$ cat config.mk
export PLATFORM = sky130hd
export DESIGN_NAME = pulse_timer_sched_flat
export DESIGN_NICKNAME = d
export VERILOG_FILES = /design/src/rtl/pulse_timer_sched_if.sv /design/src/rtl/pulse_timer_sched.sv /design/src/flat_wrapper.sv
export SDC_FILE = /design/constraint.sdc
export NUM_CORES = 1
export LEC_CHECK = 0
export CORE_UTILIZATION = 41
export CTS_CLUSTER_DIAMETER = 40
export CTS_CLUSTER_SIZE = 10
export DETAILED_ROUTE_END_ITERATION = 10
export PLACE_DENSITY = 0.77
export SLEW_MARGIN = 40
export SYNTH_ARGS = -nofsm -noshare
export SYNTH_HDL_FRONTEND = slang
export SYNTH_SLANG_ARGS = --single-unit
$ cat constraint.sdc
create_clock -name clk -period 5.86 [get_ports clk]
set_clock_uncertainty 0.2 [all_clocks]
set_input_delay 1.172 -clock clk [delete_from_list [all_inputs] [get_ports clk]]
set_output_delay 1.172 -clock clk [all_outputs]
set_load 0.02 [all_outputs]
$ cat src/rtl/pulse_timer_sched_if.sv
// Handshake bundle between requesters and the shared pulse timer.
// master = requester side, slave = timer side.
interface pulse_timer_sched_if #(
  parameter int NREQ  = 4,
  parameter int WIDTH = 8
);
  logic [NREQ-1:0]       req;
  logic [NREQ*WIDTH-1:0] load_val;
  logic                  cancel;
  logic [NREQ-1:0]       grant;
  logic                  busy;
  logic [WIDTH-1:0]      count;
  logic [NREQ-1:0]       done;

  modport master (
    output req, load_val, cancel,
    input  grant, busy, count, done
  );

  modport slave (
    input  req, load_val, cancel,
    output grant, busy, count, done
  );
endinterface

$ cat src/rtl/pulse_timer_sched.sv
// Round-robin shared down-counter: IDLE grant -> LOAD -> COUNT (L+1 cycles) -> DONE pulse.
// No backpressure; req is only sampled in IDLE, cancel aborts LOAD/COUNT without a done pulse.
module pulse_timer_sched #(
  parameter int NREQ  = 4,
  parameter int WIDTH = 8
) (
  input logic                clk,
  input logic                rst,
  pulse_timer_sched_if.slave bus
);
  localparam int IW = (NREQ > 1) ? $clog2(NREQ) : 1;

  typedef enum logic [1:0] {
    S_IDLE  = 2'd0,
    S_LOAD  = 2'd1,
    S_COUNT = 2'd2,
    S_DONE  = 2'd3
  } state_t;

  state_t           state;
  logic [NREQ-1:0]  grant_q;
  logic [NREQ-1:0]  done_q;
  logic             busy_q;
  logic [WIDTH-1:0] count_q;
  logic [IW-1:0]    last;
  logic [IW-1:0]    gidx;

  logic             pick_vld;
  logic [IW-1:0]    pick_idx;
  logic [WIDTH-1:0] ld_val;

  // Walk offsets from far to near so the nearest requester after 'last' wins.
  always_comb begin
    int j;
    j        = 0;
    pick_vld = 1'b0;
    pick_idx = '0;
    for (int k = NREQ - 1; k >= 0; k--) begin
      j = (int'(last) + 1 + k) % NREQ;
      if (bus.req[IW'(j)]) begin
        pick_vld = 1'b1;
        pick_idx = IW'(j);
      end
    end
  end

  assign ld_val = bus.load_val[int'(gidx)*WIDTH +: WIDTH];

  always_ff @(posedge clk or posedge rst) begin
    if (rst) begin
      state   <= S_IDLE;
      grant_q <= '0;
      done_q  <= '0;
      busy_q  <= 1'b0;
      count_q <= '0;
      last    <= IW'(NREQ - 1);
      gidx    <= '0;
    end else begin
      done_q <= '0;
      case (state)
        S_IDLE: begin
          if (pick_vld) begin
            grant_q <= NREQ'(1) << pick_idx;
            gidx    <= pick_idx;
            busy_q  <= 1'b1;
            state   <= S_LOAD;
          end
        end
        S_LOAD: begin
          if (bus.cancel) begin
            grant_q <= '0;
            busy_q  <= 1'b0;
            last    <= gidx;
            state   <= S_IDLE;
          end else begin
            count_q <= ld_val;
            state   <= S_COUNT;
          end
        end
        S_COUNT: begin
          // Cancel beats terminal count: the run ends silently.
          if (bus.cancel) begin
            grant_q <= '0;
            busy_q  <= 1'b0;
            last    <= gidx;
            state   <= S_IDLE;
          end else if (count_q == '0) begin
            done_q <= grant_q;
            state  <= S_DONE;
          end else begin
            count_q <= count_q - 1'b1;
          end
        end
        S_DONE: begin
          grant_q <= '0;
          busy_q  <= 1'b0;
          last    <= gidx;
          state   <= S_IDLE;
        end
        default: state <= S_IDLE;
      endcase
    end
  end

  assign bus.grant = grant_q;
  assign bus.done  = done_q;
  assign bus.busy  = busy_q;
  assign bus.count = count_q;
endmodule

$ cat src/flat_wrapper.sv
// flat-port wrapper written by rule: the top's interface ports become plain ports
module pulse_timer_sched_flat 
#(
  parameter int NREQ  = 4,
  parameter int WIDTH = 8
)
  (clk, rst, bus_req, bus_load_val, bus_cancel, bus_grant, bus_busy, bus_count, bus_done);
  pulse_timer_sched_if #(.NREQ(NREQ), .WIDTH(WIDTH)) bus_i ();
  input logic clk;
  input logic rst;
  input wire logic [$bits(bus_i.req)-1:0] bus_req;
  input wire logic [$bits(bus_i.load_val)-1:0] bus_load_val;
  input wire logic [$bits(bus_i.cancel)-1:0] bus_cancel;
  output wire logic [$bits(bus_i.grant)-1:0] bus_grant;
  output wire logic [$bits(bus_i.busy)-1:0] bus_busy;
  output wire logic [$bits(bus_i.count)-1:0] bus_count;
  output wire logic [$bits(bus_i.done)-1:0] bus_done;
  assign bus_i.req = bus_req;
  assign bus_i.load_val = bus_load_val;
  assign bus_i.cancel = bus_cancel;
  assign bus_grant = bus_i.grant;
  assign bus_busy = bus_i.busy;
  assign bus_count = bus_i.count;
  assign bus_done = bus_i.done;
  pulse_timer_sched #(.NREQ(NREQ), .WIDTH(WIDTH)) u_core (.clk(clk), .rst(rst), .bus(bus_i));
endmodule
==> impl_metrics.py, run 1 <==
metrics = {
    "synthesis": {
        "yosys.area_share.simple_pct": 19.92,
        "yosysUniqueCellTypes": 45,
        "syn_avg_cell_area_sq_um": 10.30,
        "ys_ff_latch": 23,
        "synthAdderAreaFrac_pct": 4.219,
        "synth_xor_area_share_pct": 0,
        "syn_area_sq_um": 1483,
        "synth-compound-area-share_pct": 17.89,
        "synth_top_family_by_area": "simple AND/OR/NAND/NOR gates",
        "synth.area.mux_share_pct": 15.11,
        "yosysSeqAreaShare_pct": 38.99,
        "syn_nets": 188,
        "yosys_warnings": 0,
        "netlist_instances": 144,
    },
    "power": {
        "p_leak_nw": 0.8558,
        "power.switching_fraction_pct": 42.71,
        "power_frac_comb_pct": 57.0,
        "power_density_nw_per_um2": 441.2,
        "clock_power_share_pct": 8.0,
        "vdd_drop_max_v": 0.0001888,
        "p_switching_w": 0.0003970,
        "p_int_w": 0.0005325,
        "p_seq_share_pct": 35.0,
    },
    "clocking": {
        "post_cts_buffers": 0,
        "clockRootBuffer": "clkbuf_4",
        "cts_hold_buf": 0,
        "ctsHtreeMaxLevel": 1,
        "cts_tree": "built",
        "clk_latency_ns": 0.31,
        "cts_buffer_depth": 2,
        "cts_buffers": 3,
        "clkTransAtPathRegs_ns": 0.13,
        "ctsResizeCount": 0,
        "cts_sinks": 23,
    },
    "timing": {
        "drv_slew": 0,
        "setup_tns_ns": 0,
        "hold_viol": 0,
        "finalCriticalPeriod_ns": 2.899,
        "worstMarginPinSlew_ns": 0.7213,
        "rsz0062_at_grt": "no",
        "worst_slack_ns": 2.961,
        "fmax_mhz": 345.0,
        "relSlewSlack_pct": 51.47,
        "finalSetupViolCount": 0,
        "finalCritPeriodShare_pct": 49.47,
        "hold-worst-slack_ns": 0.3194,
    },
    "min_path": {
        "hp-class": "reg -> reg",
        "whs_path_depth": 2,
    },
    "routing": {
        "finalWirelength_mm": 3.761,
        "routedWlPerCell_microns": 15.35,
        "dr_total_vias": 1381,
        "ant_nets": 0,
        "drc": 0,
        "drtIter0Drc": 57,
        "dr.pass1.iters": 4,
        "avgViaCountPerCell": 5.637,
    },
    "worst_setup_path": {
        "path_depth": 1,
        "crit_path_cell_trace": "clkdlybuf4s50_1",
        "worstPathArrival_ns": 1.53,
        "max_stage_delay_ns": 0.67,
        "worst-path-buf-inv": 1,
        "crit_family": "buffers and inverters",
        "cp_slowest_cell": "clkdlybuf4s50_1",
        "cp-start-kind": "register",
        "crit_type": "reg -> out",
        "path_max_fanout": 9,
        "end_kind": "output port",
        "r2r_cells": 7,
        "worstPathRequired_ns": 4.49,
    },
    "cells_and_area": {
        "layout_commonest_cell": "clkdlybuf4s50_1",
        "antenna_cells": 0,
        "drive_gt1_share_pct": 15.08,
        "layout_common_cells": "55 x clkdlybuf4s50_1, 21 x dfrtp_1, 16 x nand2_1",
        "post-route-util_pct": 62.16,
        "fin_nets": 244,
        "syn2layout_area_growth_pct": 42.11,
    },
    "floorplanning": {
        "die_w_microns": 62.14,
        "fp-row-count": 21,
        "coreArea_sq_um": 3390,
        "io-pin-count": 56,
        "initial_core_util_pct": 43.74,
        "die_h_microns": 62.14,
        "dieArea_sq_um": 3861,
    },
    "placement": {
        "port-buffer-count": 55,
        "pre_cts_slack_ns": 2.656,
        "dp_hpwl_mm": 2.958,
        "place_congestion": 0.8119,
    },
    "run": {
        "maxCapViolations": 0,
    },
    "grt": {
        "grt_usage_pct": 20.38,
        "grt_pass1_vias": 1354,
        "grt_overflow": 0,
        "grt_first_pass_wirelength_mm": 6.285,
        "grt_max_degree": 24,
        "antenna_found_initial": 0,
    },
    "outcome": {
        "outcome": "finished clean",
    },
}
[registers in the layout, summed over array words and instances (netlist names)]
name	count
u_core.state	2
u_core.bus.busy	1
u_core.bus.count	8
u_core.gidx	2
u_core.last	2
u_core.bus.done	4
u_core.bus.grant	4
[worst reg2reg max path, delay by kind of cell (launching register included)]
family | cells | cell delay [ns]
buffers and inverters | 3 | 0.70
adders and majority gates | 1 | 0.50
AOI/OAI and AO/OA | 3 | 0.81
DFF | 1 | 0.40
[logic make-up (layout without fill, tap and decap cells)]
| logic type | count (synthesis) | count (layout) |
|---|---|---|
| simple gates | 53 | 53 |
| compound gates | 37 | 37 |
| flops | 23 | 23 |
| buf+inv | 14 | 69 |
| mux | 12 | 12 |
| fa+ha+maj | 5 | 5 |
[stage by stage]
stage | power, W | cells | cell area, sq um
6_report | 0.0009296 | 245 | 2107
5_1_grt | 0.0009928 | 245 | 2107
4_1_cts | 0.0009241 | 244 | 2095
3_5_place_dp | 0.0008483 | 240 | 2067
3_3_place_gp | 0.0008278 | 240 | 2067
2_1_floorplan | 0.0006605 | 144 | 1483
[synthesized netlist by cell type, drive strengths merged]
cell	number	share of area (%)
a21oi	3	1.0
a41oi	1	0.59
dfrtp	21	35
o41ai	2	1.2
nor3	3	1.8
nand2	16	4.1
o2bb2ai	1	0.59
a31oi	2	0.84
nor2b	1	0.42
o22ai	2	0.84
or4b	1	0.68
nor2	10	2.5
a211oi	1	0.51
mux2i	1	0.68
a22o	5	3.0
a21o	1	0.51
buf	2	0.84
a21boi	1	0.51
a311oi	1	0.59
clkbuf	3	0.76
nor3b	2	1.0
or3	2	0.84
and3	5	2.4
o21ai	11	3.7
mux4	8	12
nor4	3	1.3
nand2b	6	2.5
dfstp	2	3.5
o32a	1	0.76
a22oi	1	0.51
ha	5	4.2
a221oi	1	1.0
a211o	1	0.59
nand3b	1	0.51
or4	1	0.76
a2bb2oi	1	0.59
or2	1	0.42
nor4bb	1	0.68
o22a	1	0.59
mux2	3	2.3
inv	9	2.3
[power groups by stage]
stage          Sequential [W]  Clock [W]  Combinational (W)
4_1_cts              0.000325  0.0000766           0.000523
2_1_floorplan        0.000337          0           0.000323
3_5_place_dp         0.000328          0           0.000520
3_3_place_gp         0.000324          0           0.000503
5_1_grt              0.000339  0.0000820           0.000572
6_report             0.000325  0.0000744           0.000530
[cell type report]
type	count	area [sq um]
well taps	46	57.56
clock buffers	3	22.52
inverters	9	33.78
multi-input cells	107	854.6
repair buffers	56	555.5
clock inverters	1	5.005
flip-flops and latches	23	578.1
fillers	282	1282
[per-layer routing]
metal	track usage [%]	part of all wire (%)	vias to the layer above
li1	-	-	657
met5	0	0	-
met4	6.105	1.2	0
met2	36.68	52	48
met1	25.71	43	672
met3	2.022	4.3	4
[final timing paths]
kind | slack (ns) | to | from
min reg2reg | 0.32 | u_core.bus.grant[3] | u_core.bus.grant[3]
min | 0.32 | u_core.bus.grant[3] | u_core.bus.grant[3]
max in group asynchronous | 4.14 | u_core.last[0] | rst
max | 2.96 | bus_count[2] | u_core.bus.count[2]
min in group asynchronous | 0.97 | u_core.state[1] | rst
max reg2reg | 3.15 | u_core.bus.count[2] | u_core.state[0]
(Power assumes the default switching activity.)
==> run 2: changes to the inputs <==
- CORE_UTILIZATION: 41 -> 40
- PLACE_DENSITY: 0.77 -> 0.79
- clock period: 5.86 -> 2.5 ns (I/O delays scaled with it)
==> impl_metrics.py, run 2 (same netlist as run 1, synthesis figures left out) <==
metrics = {
    "placement": {
        "port-buffer-count": 55,
        "place_congestion": 0.8340,
        "post_dp_cell_area_sq_um": 2112,
        "dp_hpwl_mm": 2.972,
    },
    "worst_setup_path": {
        "worstPathArrival_ns": 2.11,
        "cp_slowest_cell": "clkdlybuf4s50_1",
        "cp-start-kind": "input pin",
        "worstPathRequired_ns": 2.46,
        "r2r_setup_slack_ns": 0.36,
        "worst-path-buf-inv": 1,
        "r2r_cells": 7,
        "path_max_fanout": 7,
        "end_kind": "register",
        "r2r_end": "u_core.bus.count[5]",
        "crit_path_cell_trace": "clkdlybuf4s50_1, or2_2, a311oi_1, nor3_1, a22o_1",
        "max_stage_delay_ns": 0.50,
        "reg2reg_from": "u_core.state[0]",
        "crit_family": "compound AO/OA/AOI/OAI gates",
        "crit_type": "in -> reg",
    },
    "routing": {
        "drtIter0Drc": 41,
        "routedWlPerCell_microns": 14.98,
        "drc": 0,
        "dr_total_vias": 1347,
        "finalWirelength_mm": 3.746,
        "dr.pass1.iters": 4,
        "ant_nets": 0,
        "avgViaCountPerCell": 5.388,
    },
    "clocking": {
        "post_cts_buffers": 0,
        "clkTransAtPathRegs_ns": 0.08,
        "cts_buffer_depth": 2,
        "cts_hold_buf": 0,
        "clk_latency_ns": 0.27,
        "cts_buffers": 3,
        "cts_sinks": 23,
        "cts_tree": "built",
        "clockRootBuffer": "clkbuf_8",
        "ctsResizeCount": 0,
        "ctsHtreeMaxLevel": 1,
    },
    "grt": {
        "antenna_found_initial": 0,
        "grt_usage_pct": 20.30,
        "grt_overflow": 0,
        "grt_pass1_vias": 1327,
        "grt_max_degree": 24,
        "grt_first_pass_wirelength_mm": 6.334,
    },
    "floorplanning": {
        "initial_core_util_pct": 43.08,
        "dieArea_sq_um": 3954,
        "io-pin-count": 56,
        "fp-row-count": 21,
        "die_h_microns": 62.88,
        "die_w_microns": 62.88,
        "coreArea_sq_um": 3442,
    },
    "timing": {
        "finalSetupViolCount": 0,
        "drv_slew": 0,
        "worstMarginPinSlew_ns": 0.5326,
        "finalCritPeriodShare_pct": 86.05,
        "rsz0062_at_grt": "no",
        "finalCriticalPeriod_ns": 2.151,
        "setup_tns_ns": 0,
        "relSlewSlack_pct": 64.49,
        "hold-worst-slack_ns": 0.3077,
        "fmax_mhz": 464.9,
        "hold_viol": 0,
    },
    "min_path": {
        "whs_path_depth": 2,
        "hp-class": "reg -> reg",
        "hold_end": "u_core.bus.grant[2]",
        "hp-start": "u_core.bus.grant[2]",
    },
    "cells_and_area": {
        "drive_gt1_share_pct": 16.18,
        "antenna_cells": 0,
        "layout_common_cells": "55 x clkdlybuf4s50_1, 21 x dfrtp_1, 16 x nand2_1",
        "final_cell_area_sq_um": 2158,
        "fin_nets": 249,
        "syn2layout_area_growth_pct": 45.57,
        "layout_commonest_cell": "clkdlybuf4s50_1",
        "largest_reg_flops": 8,
    },
    "run": {
        "maxCapViolations": 0,
    },
    "power": {
        "vdd_drop_max_v": 0.0006357,
        "p_leak_nw": 0.8863,
        "power_density_nw_per_um2": 1040,
    },
    "outcome": {
        "outcome": "finished clean",
    },
}
-- run 2: cell count changes in the layout (fill, tap and decap cells not counted) --
cell      change
buf_4         +6
inv_1         +1
o41ai_1       +1
clkbuf_8      +3
inv_2         -1
buf_2         -1
o41ai_2       -1
clkbuf_4      -3
-- run 2: area by class of cell --
class / count / area [sq um]
fill: 288 / 1284
clock buffer: 3 / 41.29
tap: 46 / 57.56
inverter: 9 / 33.78
timing repair buffer: 61 / 595.6
clock inverter: 1 / 5.005
sequential: 23 / 578.1
multi-input combinational: 107 / 847.1
-- run 2: worst max path at each step --
stage | startpoint | endpoint | slack, ns | cells past startpoint
after floorplan | u_core.bus.count[0] | u_core.bus.count[6] | 0.51 | 6
after global placement | bus_req[1] | u_core.bus.grant[1] | 0.19 | 5
after detailed placement | bus_req[1] | u_core.bus.grant[0] | 0.07 | 5
after CTS | u_core.gidx[0] | u_core.bus.count[0] | 0.33 | 3
after global routing | bus_req[1] | u_core.bus.grant[0] | 0.23 | 5
final | bus_req[1] | u_core.bus.grant[0] | 0.35 | 5
-- run 2: routing by layer --
layer | part of all wire, % | vias to the layer above | track usage, %
met2 | 50 | 28 | 33.47
met5 | 0 | - | 0
met3 | 2.4 | 7 | 1.277
met1 | 46 | 651 | 26.77
li1 | - | 661 | -
met4 | 2.1 | 0 | 10.17
-- run 2: stage by stage --
stage          cells  util (%)  total power, W  setup WS (ns)
2_1_floorplan    144         -        0.001548         0.5092
3_3_place_gp     246     61.36        0.001969         0.1916
3_5_place_dp     246     61.36        0.002011        0.07403
4_1_cts          250     62.70        0.002252         0.3289
5_1_grt          250     62.70        0.002404         0.2281
6_report         250     62.70        0.002245         0.3488
-- run 2: power breakdown --
part	switching [W]	internal (W)	leakage (nW)
registers	0.000225	0.000536	0.285
logic	0.000574	0.000674	0.576
clock network	0.000125	0.000112	0.0255
-- run 2: worst register-to-register path, stage by stage (launching register included) --
cell and delay (ns):
dfrtp_1 0.40, inv_1 0.11, ha_1 0.31, nor4bb_1 0.43, a221oi_2 0.10, buf_4 0.20
a21boi_0 0.14, a2bb2oi_1 0.14
